## src/rtl/rx_dat_fifo.sv

```systemverilog
// rx_dat_fifo: elastic receive byte FIFO that regenerates CYC_O frame envelopes.
// Define RXDAT_FRMLEN_EN to add the FRM_LEN_O / FRM_END_O frame statistics.
module rx_dat_fifo #(
    parameter int DW = 8,
    parameter int AW = 4
) (
    input  logic          CLK_I,
    input  logic          RST_I,
    input  logic [DW-1:0] DAT_I,
    input  logic          WE_I,
    input  logic          STB_I,
    input  logic          CYC_I,
    output logic          ACK_O,
    output logic [DW-1:0] DAT_O,
    output logic          WE_O,
    output logic          STB_O,
    output logic          CYC_O,
`ifdef RXDAT_FRMLEN_EN
    output logic [15:0]   FRM_LEN_O,
    output logic          FRM_END_O,
`endif
    input  logic          ACK_I
);
    localparam int DEPTH = 1 << AW;

    typedef enum logic {O_IDLE, O_FRM} ostate_e;

    logic [DW-1:0]    mem_q [DEPTH];
    logic [DEPTH-1:0] tag_q;
    logic [AW:0]      wr_ptr_q, rd_ptr_q;
    logic             cyc_q, has_q;
    logic             end_pend_q, end_pend_d;
    logic             gap_q, gap_d;
    ostate_e          state_q, state_d;

    logic          empty, full, wr_en, rd_en;
    logic          close, held, pop_tag, leave;
    logic [AW-1:0] wr_idx, rd_idx, last_idx;

    assign wr_idx   = wr_ptr_q[AW-1:0];
    assign rd_idx   = rd_ptr_q[AW-1:0];
    assign last_idx = wr_idx - AW'(1);

    assign empty = (wr_ptr_q == rd_ptr_q);
    assign full  = (wr_ptr_q[AW] != rd_ptr_q[AW]) && (wr_idx == rd_idx);

    assign ACK_O = ~full;
    assign STB_O = ~empty;
    assign WE_O  = STB_O;
    assign DAT_O = mem_q[rd_idx];

    assign wr_en   = CYC_I & STB_I & WE_I & ~full;
    assign rd_en   = STB_O & ACK_I;
    assign pop_tag = rd_en & tag_q[rd_idx];

    // A close racing the pop of the final byte counts as already drained.
    assign close = cyc_q & ~CYC_I & has_q;
    assign held  = ~empty &
                   ~(rd_en && ((rd_ptr_q + (AW+1)'(1)) == wr_ptr_q));

    always_comb begin
        state_d = state_q;
        leave   = 1'b0;
        CYC_O   = 1'b0;
        unique case (state_q)
            O_IDLE: begin
                if (STB_O && !gap_q) begin
                    CYC_O = 1'b1;
                    if (pop_tag) leave = 1'b1;
                    else state_d = O_FRM;
                end
            end
            O_FRM: begin
                CYC_O = ~end_pend_q;
                if (pop_tag || end_pend_q) begin
                    leave   = 1'b1;
                    state_d = O_IDLE;
                end
            end
            default: state_d = O_IDLE;
        endcase
        gap_d = leave;
    end

    always_comb begin
        end_pend_d = end_pend_q;
        if (state_q == O_FRM && end_pend_q) end_pend_d = 1'b0;
        if (close && !held) end_pend_d = 1'b1;
    end

    always_ff @(posedge CLK_I or posedge RST_I) begin
        if (RST_I) begin
            wr_ptr_q   <= '0;
            rd_ptr_q   <= '0;
            tag_q      <= '0;
            cyc_q      <= 1'b0;
            has_q      <= 1'b0;
            end_pend_q <= 1'b0;
            gap_q      <= 1'b0;
            state_q    <= O_IDLE;
        end else begin
            cyc_q      <= CYC_I;
            state_q    <= state_d;
            gap_q      <= gap_d;
            end_pend_q <= end_pend_d;
            if (wr_en) begin
                tag_q[wr_idx] <= 1'b0;
                wr_ptr_q      <= wr_ptr_q + (AW+1)'(1);
                has_q         <= 1'b1;
            end
            if (rd_en) rd_ptr_q <= rd_ptr_q + (AW+1)'(1);
            if (close) begin
                if (held) tag_q[last_idx] <= 1'b1;
                has_q <= 1'b0;
            end
        end
    end

    always_ff @(posedge CLK_I) begin
        if (wr_en) mem_q[wr_idx] <= DAT_I;
    end

`ifdef RXDAT_FRMLEN_EN
    logic [15:0] len_q, len_d;
    logic        end_q, start;

    assign start = (state_q == O_IDLE) & STB_O & ~gap_q;

    always_comb begin
        len_d = len_q;
        if (start) len_d = '0;
        if (rd_en && CYC_O && len_d != 16'hFFFF) len_d = len_d + 16'd1;
    end

    always_ff @(posedge CLK_I or posedge RST_I) begin
        if (RST_I) begin
            len_q <= '0;
            end_q <= 1'b0;
        end else begin
            len_q <= len_d;
            end_q <= leave;
        end
    end

    assign FRM_LEN_O = len_q;
    assign FRM_END_O = end_q;
`endif

endmodule

```

## config.mk

```make
export PLATFORM = sky130hd
export DESIGN_NAME = rx_dat_fifo
export DESIGN_NICKNAME = d
export VERILOG_FILES = /design/src/rtl/rx_dat_fifo.sv
export SDC_FILE = /design/constraint.sdc
export NUM_CORES = 1
export LEC_CHECK = 0
export CAP_MARGIN = 5
export CORE_ASPECT_RATIO = 0.75
export CORE_MARGIN = 10
export CORE_UTILIZATION = 45
export DETAILED_ROUTE_END_ITERATION = 16
export GPL_TIMING_DRIVEN = 1
export SKIP_LAST_GASP = 1
export SLEW_MARGIN = 20
export SYNTH_ARGS = -nofsm -noshare
export SYNTH_HDL_FRONTEND = slang
export SYNTH_SLANG_ARGS = --single-unit
```

## constraint.sdc

```tcl
create_clock -name CLK_I -period 2.2 [get_ports CLK_I]
set_input_delay 0.44 -clock CLK_I [delete_from_list [all_inputs] [get_ports CLK_I]]
set_output_delay 0.44 -clock CLK_I [all_outputs]
set_load 0.01 [all_outputs]
```

==> run metrics, run 1 <==
outcome finished with violations; failing checks negative setup slack; crit path max fanout 8; starting DRC count in detailed routing 402; Async S/R FF share, synth about 20%; detailed-route via count 4235; Fin Clk Skew roughly 0.007 ns; worst path arrival time about 2.2 ns; Tot Pwr roughly 13 mW; first-pass GRT wire length about 27 mm; CTS tree yes; CP Cell Sequence buf_12, buf_16, buf_12, mux2i_4, a221oi_4, a22oi_1, nand2_1, buf_2; number of vias per cell approximately 5.7; grt ovf 0; pin count of the biggest net entering global routing 32; area growth from synthesis to layout 35.1%; sequential area share after synthesis approximately two thirds; Final Util a little over three fifths; worst slew pin tran roughly 0.95 ns; Mapped Area just under 0.007 mm2; critical path capture point type output pin; Die Y between 100 and 150 um; EDFF count, synth approximately 130; DRT Pass-1 Iters 5; CTS clk-pin slew, worst paths roughly 0.060 ns; Top FF cell, synth edfxtp_1; Hold Crit Class primary input to asynchronous set/reset pin; drt total wl ~17 mm; initial core utilization approximately 46%; vias in the first global route about 4.3k; highest cell delay on the worst timing path between 0.5 and 0.6 ns; Final Cycle Share 121%; Inserted Diodes 0; most used cell along the critical path buf_12; Std-Cell Core Area roughly 0.015 mm2; count of final setup violators between 150 and 200; reg2reg start rd_ptr_q[0]; cts bufs inserted 17; Achievable Freq 0.377 GHz; final worst slack -0.456 ns; post-route ant nets 0; I/O Buffers 25; Synth Instances roughly 420; #FFs+latches synth about 160; CP max stage cell dfrtp_4; WP data required approximately 1.8 ns; Fill cells ~1.1k; H-tree depth 4; CTS Buffer Depth 2; VDD IR-drop max 759 uV; die width about 160 um; Setup crit start kind register; Slew Viols, Final 0; clock sinks ~160; Reg area around 0.0046 mm2; post-route non-filler standard cell count 748; RSZ-0062 raised after global routing yes; CTS root buffer clkbuf_16; Hold WS 0.407 ns; WS Path Type register to output pin; max_cap viols 0; gr usage total ~17%; clock latency on the worst-skew pair about 0.43 ns; Leakage roughly 3.4 nW; Relative slew margins a little over a third; CTS hold repair buffers 0; RePlAce Congestion just over 0.8; PwrDens 1410 mW/mm2; Cell variety after synth just under 50; HPWL after DPL approximately 11 mm; FP Rows 38; share of layout cells above drive strength 1 about 40%; YS warnings 0; RR Endpoint tag_q[10]; nets between 500 and 600; drt wl/cell ~23 um; setup TNS -21.45 ns; Avg Inst Size Synth 16.1 um2; Multi-input gate area about 0.0023 mm2; Register-to-Register Path Depth 13; final hold viol count 0; R2R Setup Slk -0.30 ns; post-layout minimum cycle time about 2.7 ns; I/O pin cnt 26; die area around 0.02 mm2; Syn Nets 440; DRC errors left 0; initial antenna violation count 0; Placed Instances a little under 700
## cells in the final DEF (no fill, tap or decap), types with 3 or more instances in the layout
cell and n:
o211ai_1 3, bufinv_16 3, o22ai_2 4, ha_1 7, xor2_1 5, mux4_2 20
xnor2_1 13, o21ai_0 12, nor2b_1 3, o31ai_4 4, buf_6 19, nor2_1 14
a221oi_2 12, mux2i_1 31, dfrtp_1 30, edfxtp_1 128, nand2_1 19, o21ai_1 12
buf_16 5, buf_2 7, a22oi_2 6, buf_12 10, clkdlybuf4s50_1 13, a221oi_1 3
inv_1 11, nor3_4 3, clkinvlp_4 5, clkbuf_16 18, nand3_1 5, buf_4 63
## how the worst max path moves through the flow
stage / startpoint / to / slack (ns) / depth (start not counted)
5_1_grt: rd_ptr_q[0] / DAT_O[6] / -0.57 / 8
6_report: rd_ptr_q[0] / DAT_O[6] / -0.46 / 8
4_1_cts: rd_ptr_q[0] / DAT_O[6] / -0.46 / 8
3_3_place_gp: rd_ptr_q[0] / DAT_O[2] / -0.44 / 6
2_1_floorplan: rd_ptr_q[0] / mem_q[0][0] / 0.03 / 5
3_5_place_dp: rd_ptr_q[0] / DAT_O[2] / -0.43 / 6
## kinds of logic after synthesis
kind of cell / count (synthesis) / share of synthesized area [%]
DFF: 159 / 68.5
AOI/OAI and AO/OA: 74 / 7.79
and+or+nand+nor: 65 / 4.86
muxes: 54 / 11.7
buffers and inverters: 36 / 2.67
xor gates and xnor gates: 21 / 2.84
adders and majority gates: 9 / 1.63
## state kept, by name, summed over array words and instances (netlist names)
name	count
state_q	1
wr_ptr_q	5
has_q	1
mem_q	128
gap_q	1
end_pend_q	1
tag_q	16
rd_ptr_q	5
cyc_q	1
## area by class of cell
type | instances | share of cell area, %
tap | 200 | 2.75
sequential | 159 | 50.7
clock inverter | 14 | 1.84
inverter | 13 | 0.535
multi-input combinational | 223 | 25.7
timing repair buffer | 121 | 13.7
clock buffer | 18 | 4.71
## where the power goes
group | internal [mW] | total, mW | switching, mW
clock | 1.78 | 2.96 | 1.18
combinational | 3.06 | 6.14 | 3.08
sequential | 3.56 | 3.77 | 0.205
## cell usage after synthesis, drive strengths merged, types with 4 or more instances
library cell / count / share of area [%]
ha: 8 / 1.5
nand3: 5 / 0.37
a221oi: 16 / 2.1
dfrtp: 31 / 11
xor2: 6 / 0.78
o21ai: 25 / 1.9
nor2: 16 / 0.89
inv: 13 / 0.72
nor2b: 5 / 0.46
xnor2: 15 / 2.1
edfxtp: 128 / 57
nand2: 19 / 1.1
buf: 13 / 1.4
nor3: 7 / 0.52
o31ai: 7 / 0.85
o22ai: 4 / 0.37
mux4: 20 / 6.7
mux2i: 33 / 4.9
clkbuf: 10 / 0.56
o211ai: 4 / 0.52
a22oi: 8 / 0.89
## through the flow
step / setup slack (ns) / area, um2
after floorplan: 0.0338 / 6750
after global placement: -0.437 / 7650
after detailed placement: -0.427 / 7650
after CTS: -0.463 / 8990
after global routing: -0.569 / 9110
final: -0.456 / 9110
## per-layer routing
layer	vias to the layer above	routed length (um)	part of all wire [%]	global-route usage, %
met2	159	7660	45	24.4
met5	-	0	0	0
met1	2175	8160	48	26.1
met3	19	1140	6.6	3.74
met4	0	211	1.2	5.39
li1	1882	-	-	-
## repair_timing
item / in CTS / in global routing
buffers inserted: 23 / 9
gates cloned: 7 / 1
gates resized for setup: 144 / 16
pin swaps: 42 / 16
endpoints found under the setup margin: 158 / 165
## critical path: cells and delay by family (launching register included)
family | cells | cell delay, ns
AND/OR/NAND/NOR | 1 | 0.07
buffers and inverters | 4 | 0.56
flip-flops | 1 | 0.51
multiplexers | 1 | 0.18
AO/OA/AOI/OAI | 2 | 0.46
(Power assumes the default switching activity.)
==> run 2: changes to the inputs <==
--- a/config.mk
+++ b/config.mk
@@ -8,9 +8,10 @@
 export CAP_MARGIN = 5
 export CORE_ASPECT_RATIO = 0.75
 export CORE_MARGIN = 10
-export CORE_UTILIZATION = 45
+export CORE_UTILIZATION = 54
 export DETAILED_ROUTE_END_ITERATION = 16
 export GPL_TIMING_DRIVEN = 1
+export PLACE_DENSITY = 0.75
 export SKIP_LAST_GASP = 1
 export SLEW_MARGIN = 20
 export SYNTH_ARGS = -nofsm -noshare
==> run metrics, run 2 (synthesis results as in run 1) <==
Setup crit start kind register; final worst slack -0.507 ns; RePlAce Congestion 0.855; Slew Viols, Final 0; Relative slew margins between 40% and 50%; initial antenna violation count 0; count of final setup violators roughly 150; grt ovf 0; CTS clk-pin slew, worst paths ~0.060 ns; max reg flops about 130; Std-Cell Core Area 0.0123 mm2; CTS hold repair buffers 0; Final Util 74.5%; Leakage around 3.3 nW; FP Rows 35; setup TNS -31.00 ns; PwrDens ~1400 mW/mm2; gr usage total about a fifth; HPWL after DPL approximately 10 mm; clock latency on the worst-skew pair 0.43 ns; drt wl/cell 25.1 um; vias in the first global route approximately 4.4k; Tot Pwr around 13 mW; CTS Buffer Depth 2; Die Y approximately 120 um; share of layout cells above drive strength 1 between 40% and 50%; clock sinks 159; die area around 0.017 mm2; Hold WS 0.277 ns; I/O pin cnt 26; outcome finished with violations; post-layout minimum cycle time 2.71 ns; worst path arrival time around 2.3 ns; Final Cycle Share 123%; post-route ant nets 0; drt total wl approximately 18 mm; detailed-route via count 4388; CTS root buffer clkbuf_16; Inserted Diodes 0; WS Path Type register to output pin; number of vias per cell 6.18; final hold viol count 0; area growth from synthesis to layout 35.4%; VDD IR-drop max 735 uV; nets 553; I/O Buffers 25; commonest non-fill, non-tap cells in the layout edfxtp_1, buf_4, dfrtp_1, clkbuf_16, buf_6; Hold Crit Class primary input to asynchronous set/reset pin; pin count of the biggest net entering global routing 26; failing checks negative setup slack; die width 149 um; critical path capture point type output pin; DRC errors left 0; Largest regs mem_q: 128 flops, tag_q: 16 flops; Placed Instances 654; Reg with most FFs mem_q; post-route non-filler standard cell count 710; commonest non-fill, non-tap cell in the layout edfxtp_1; RSZ-0062 raised after global routing yes; CTS tree yes; DRT Pass-1 Iters 5; Fin Clk Skew between 0.01 and 0.015 ns; initial core utilization between 50% and 60%; max_cap viols 0; crit path max fanout 8; first-pass GRT wire length between 20 and 30 mm; Achievable Freq between 0.3 and 0.4 GHz; starting DRC count in detailed routing around 450; worst slew pin tran ~0.77 ns; WP data required between 1.5 and 2 ns; H-tree depth 4; cts bufs inserted 17
==> run 2: cell count changes in the layout (fill, tap and decap cells not counted), sizes merged <==
cell,before,now
inv,14,15
bufinv,3,0
clkbuf,19,25
clkinvlp,5,1
buf,105,103
dlygate4sd2,2,0
==> run 2: worst max-delay path, stage by stage (launching register included) <==
cell and delay (ns):
dfrtp_4 0.56, buf_6 0.17, buf_16 0.15, mux2i_1 0.16, a221oi_2 0.40, a22oi_2 0.16
nand2_2 0.10, buf_2 0.13
==> run 2: power breakdown <==
part | total (mW) | leakage (nW) | switching, mW | internal (mW)
Combinational | 6.33 | 1.48 | 3.29 | 3.03
Sequential | 3.80 | 1.53 | 0.237 | 3.57
Clock | 3.04 | 0.314 | 1.19 | 1.86
==> run 2: cell type report <==
type | instances | area (um2)
Multi-Input combinational cell | 223 | 2470
Clock buffer | 24 | 579
Inverter | 13 | 48.8
Clock inverter | 8 | 57.6
Fill cell | 668 | 3120
Timing Repair Buffer | 117 | 1150
Sequential cell | 159 | 4620
Tap cell | 166 | 208
==> run 2: path summary, 6_finish.rpt <==
path                                   from           to  slack (ns)  cells after the start
worst max-delay path            rd_ptr_q[0]     DAT_O[1]       -0.51                      7
worst min-delay path                  RST_I  wr_ptr_q[4]        0.28                      2
worst max register to register  rd_ptr_q[0]  mem_q[2][2]       -0.33                     11
worst min register to register        has_q        has_q        0.50                      2
max in group asynchronous             RST_I     tag_q[9]        1.25                      3
min in group CLK_I                    has_q        has_q        0.50                      2
==> run 2: metal layers <==
layer,up-vias,part of all wire (%),routed length [um],GRT usage (%)
met3,40,9.4,1680,5.61
met1,2234,42,7420,28.1
met4,0,2.3,403,6.91
li1,1861,-,-,-
met2,253,47,8330,31.6
met5,-,0,0,0
==> run 2: what timing repair did <==
item	in CTS	in global routing
endpoints found under the setup margin	121	154
pin swaps	31	22
buffers inserted	15	13
gates cloned	4	1
resized for setup	138	59
==> run 2: metrics by stage <==
stage / instance area [um2] / setup slack (ns)
2_1_floorplan: 6750 / 0.0338
3_3_place_gp: 7650 / -0.351
3_5_place_dp: 7650 / -0.360
4_1_cts: 8810 / -0.473
5_1_grt: 9140 / -0.543
6_report: 9140 / -0.507
==> run 3: changes to the inputs <==
--- a/config.mk
+++ b/config.mk
@@ -5,9 +5,10 @@
 export SDC_FILE = /design/constraint.sdc
 export NUM_CORES = 1
 export LEC_CHECK = 0
-export CAP_MARGIN = 5
+export ABC_CLOCK_PERIOD_IN_PS = 2200
+export CAP_MARGIN = 0
 export CORE_ASPECT_RATIO = 0.75
-export CORE_MARGIN = 10
+export CORE_MARGIN = 2
 export CORE_UTILIZATION = 54
 export DETAILED_ROUTE_END_ITERATION = 16
 export GPL_TIMING_DRIVEN = 1
==> run metrics, run 3 (synthesis results as in run 1) <==
initial core utilization a little under three fifths; count of final setup violators 151; Reg area roughly 0.0046 mm2; commonest non-fill, non-tap cells in the layout edfxtp_1, buf_4, dfrtp_1, mux2i_1, mux4_2; CTS Buffer Depth 2; Register-to-Register Path Depth 9; DRC errors left 0; Comb power frac a little under half; Inserted Diodes 0; die width between 100 and 150 um; Multi-input gate area roughly 0.0024 mm2; detailed-route via count between 4k and 5k; failing checks negative setup slack; FP Rows 35; gr usage total between 20% and 30%; commonest non-fill, non-tap cell in the layout edfxtp_1; drt total wl between 15 and 20 mm; drt wl/cell roughly 25 um; number of vias per cell around 6.3; Tot Pwr 12.9 mW; worst slew pin tran between 0.8 and 0.9 ns; switching share of power roughly 36%; Std-Cell Core Area 0.0122 mm2; critical path capture point type output pin; Final Cycle Share 121%; I/O pin cnt 26; Relative slew margins 44.4%; vias in the first global route between 4k and 5k; crit path max fanout 5; cts bufs inserted 17; max_cap viols 0; CTS root buffer clkbuf_16; VDD IR-drop max 864 uV; CTS clk-pin slew, worst paths roughly 0.060 ns; clock latency on the worst-skew pair about 0.42 ns; post-route ant nets 0; starting DRC count in detailed routing 620; CP max stage cell dfrtp_4; highest cell delay on the worst timing path between 0.5 and 0.6 ns; Achievable Freq ~0.38 GHz; clock share of power about a quarter; outcome finished with violations; Slew Viols, Final 0; sequential share of power a little under 30%; WP data required roughly 1.8 ns; Fin Clk Skew approximately 0.0094 ns; DRT Pass-1 Iters 5; WS Path Type register to output pin; initial antenna violation count 0; worst path arrival time around 2.2 ns; clock sinks 159; HPWL after DPL 10.2 mm; area growth from synthesis to layout 32.9%; Psw approximately 4.6 mW; pre-CTS WS -0.452 ns; Hold Crit Class primary input to asynchronous set/reset pin; pin count of the biggest net entering global routing 23; Die Y ~100 um; max reg flops around 130; Hold WS 0.318 ns; Reg with most FFs mem_q; RePlAce Congestion about 0.85; Leakage between 3 and 4 nW; Final Util between 70% and 80%; Setup crit start kind register; Fill cells 665; final worst slack -0.454 ns; Largest regs mem_q: 128 flops, tag_q: 16 flops; first-pass GRT wire length around 26 mm; CTS hold repair buffers 0; final hold viol count 0; post-layout minimum cycle time about 2.7 ns; Internal Pwr Total between 8 and 9 mW; H-tree depth 4; RSZ-0062 raised after global routing yes; CP Cell Sequence buf_12, buf_16, mux2i_4, a221oi_4, a22oi_2, nand2_1, buf_2; nets between 500 and 600; share of layout cells above drive strength 1 ~41%; die area ~0.013 mm2; CTS tree yes; grt ovf 0; I/O Buffers 25; PwrDens roughly 1400 mW/mm2
run 3: cell types whose count changed in the layout (fill, tap and decap cells not counted), sizes merged:
cell      delta
buf          -4
bufinv       +3
clkbuf       -4
clkinv       -4
clkinvlp     +2
inv          +2
run 3: layout make-up:
cell class	instances	share of cell area (%)
clock buffer	21	4.91
clock inverter	11	1.77
inverter	13	0.544
multi-input combinational	223	26.5
sequential	159	51.6
tap	166	2.32
timing repair buffer	112	12.4
run 3: per-stage QoR:
step	setup TNS (ns)	cell area, um2	instances
2_1_floorplan	0	6750	418
3_3_place_gp	-18.89	7630	651
3_5_place_dp	-26.36	7630	651
4_1_cts	-4.14	8790	700
5_1_grt	-25.27	8960	705
6_report	-14.97	8960	705
run 3: final timing paths:
path                             startpoint           to  slack, ns
min in group CLK_I                    has_q        has_q       0.51
worst min-delay path                  RST_I  rd_ptr_q[2]       0.32
worst max register to register  rd_ptr_q[0]  mem_q[5][2]      -0.14
worst max-delay path            rd_ptr_q[0]     DAT_O[1]      -0.45
max in group asynchronous             RST_I     tag_q[1]       1.24
worst min register to register        has_q        has_q       0.51
run 3: worst max-delay path: cells and delay by family (launching register included):
| kind | cells | cell delay, ns |
|---|---|---|
| AOI/OAI and AO/OA | 2 | 0.54 |
| DFF | 1 | 0.52 |
| buffers and inverters | 3 | 0.43 |
| muxes | 1 | 0.19 |
| and+or+nand+nor | 1 | 0.11 |
run 3: repair_timing:
action,4_1_cts,5_1_grt
endpoints found under the hold margin,0,0
pin swaps,36,18
gates resized for setup,135,27
cloned,5,0
setup buffers,12,7
setup endpoints to repair,144,161
run 3: power by group through the flow:
stage	clock [mW]	combinational, mW	sequential (mW)
6_report	3.03	6.07	3.79
5_1_grt	3.19	6.36	3.81
4_1_cts	3.04	5.51	3.76
3_5_place_dp	0	4.43	3.81
3_3_place_gp	0	4.33	3.79
2_1_floorplan	0	2.70	3.77
run 3: per-layer routing:
| layer | track usage (%) | wire length, um | vias to the layer above |
|---|---|---|---|
| met2 | 42.2 | 8460 | 280 |
| li1 | - | - | 1853 |
| met1 | 39.8 | 7020 | 2243 |
| met3 | 5.38 | 1840 | 37 |
| met5 | 0 | 0 | - |
| met4 | 8.27 | 338 | 0 |
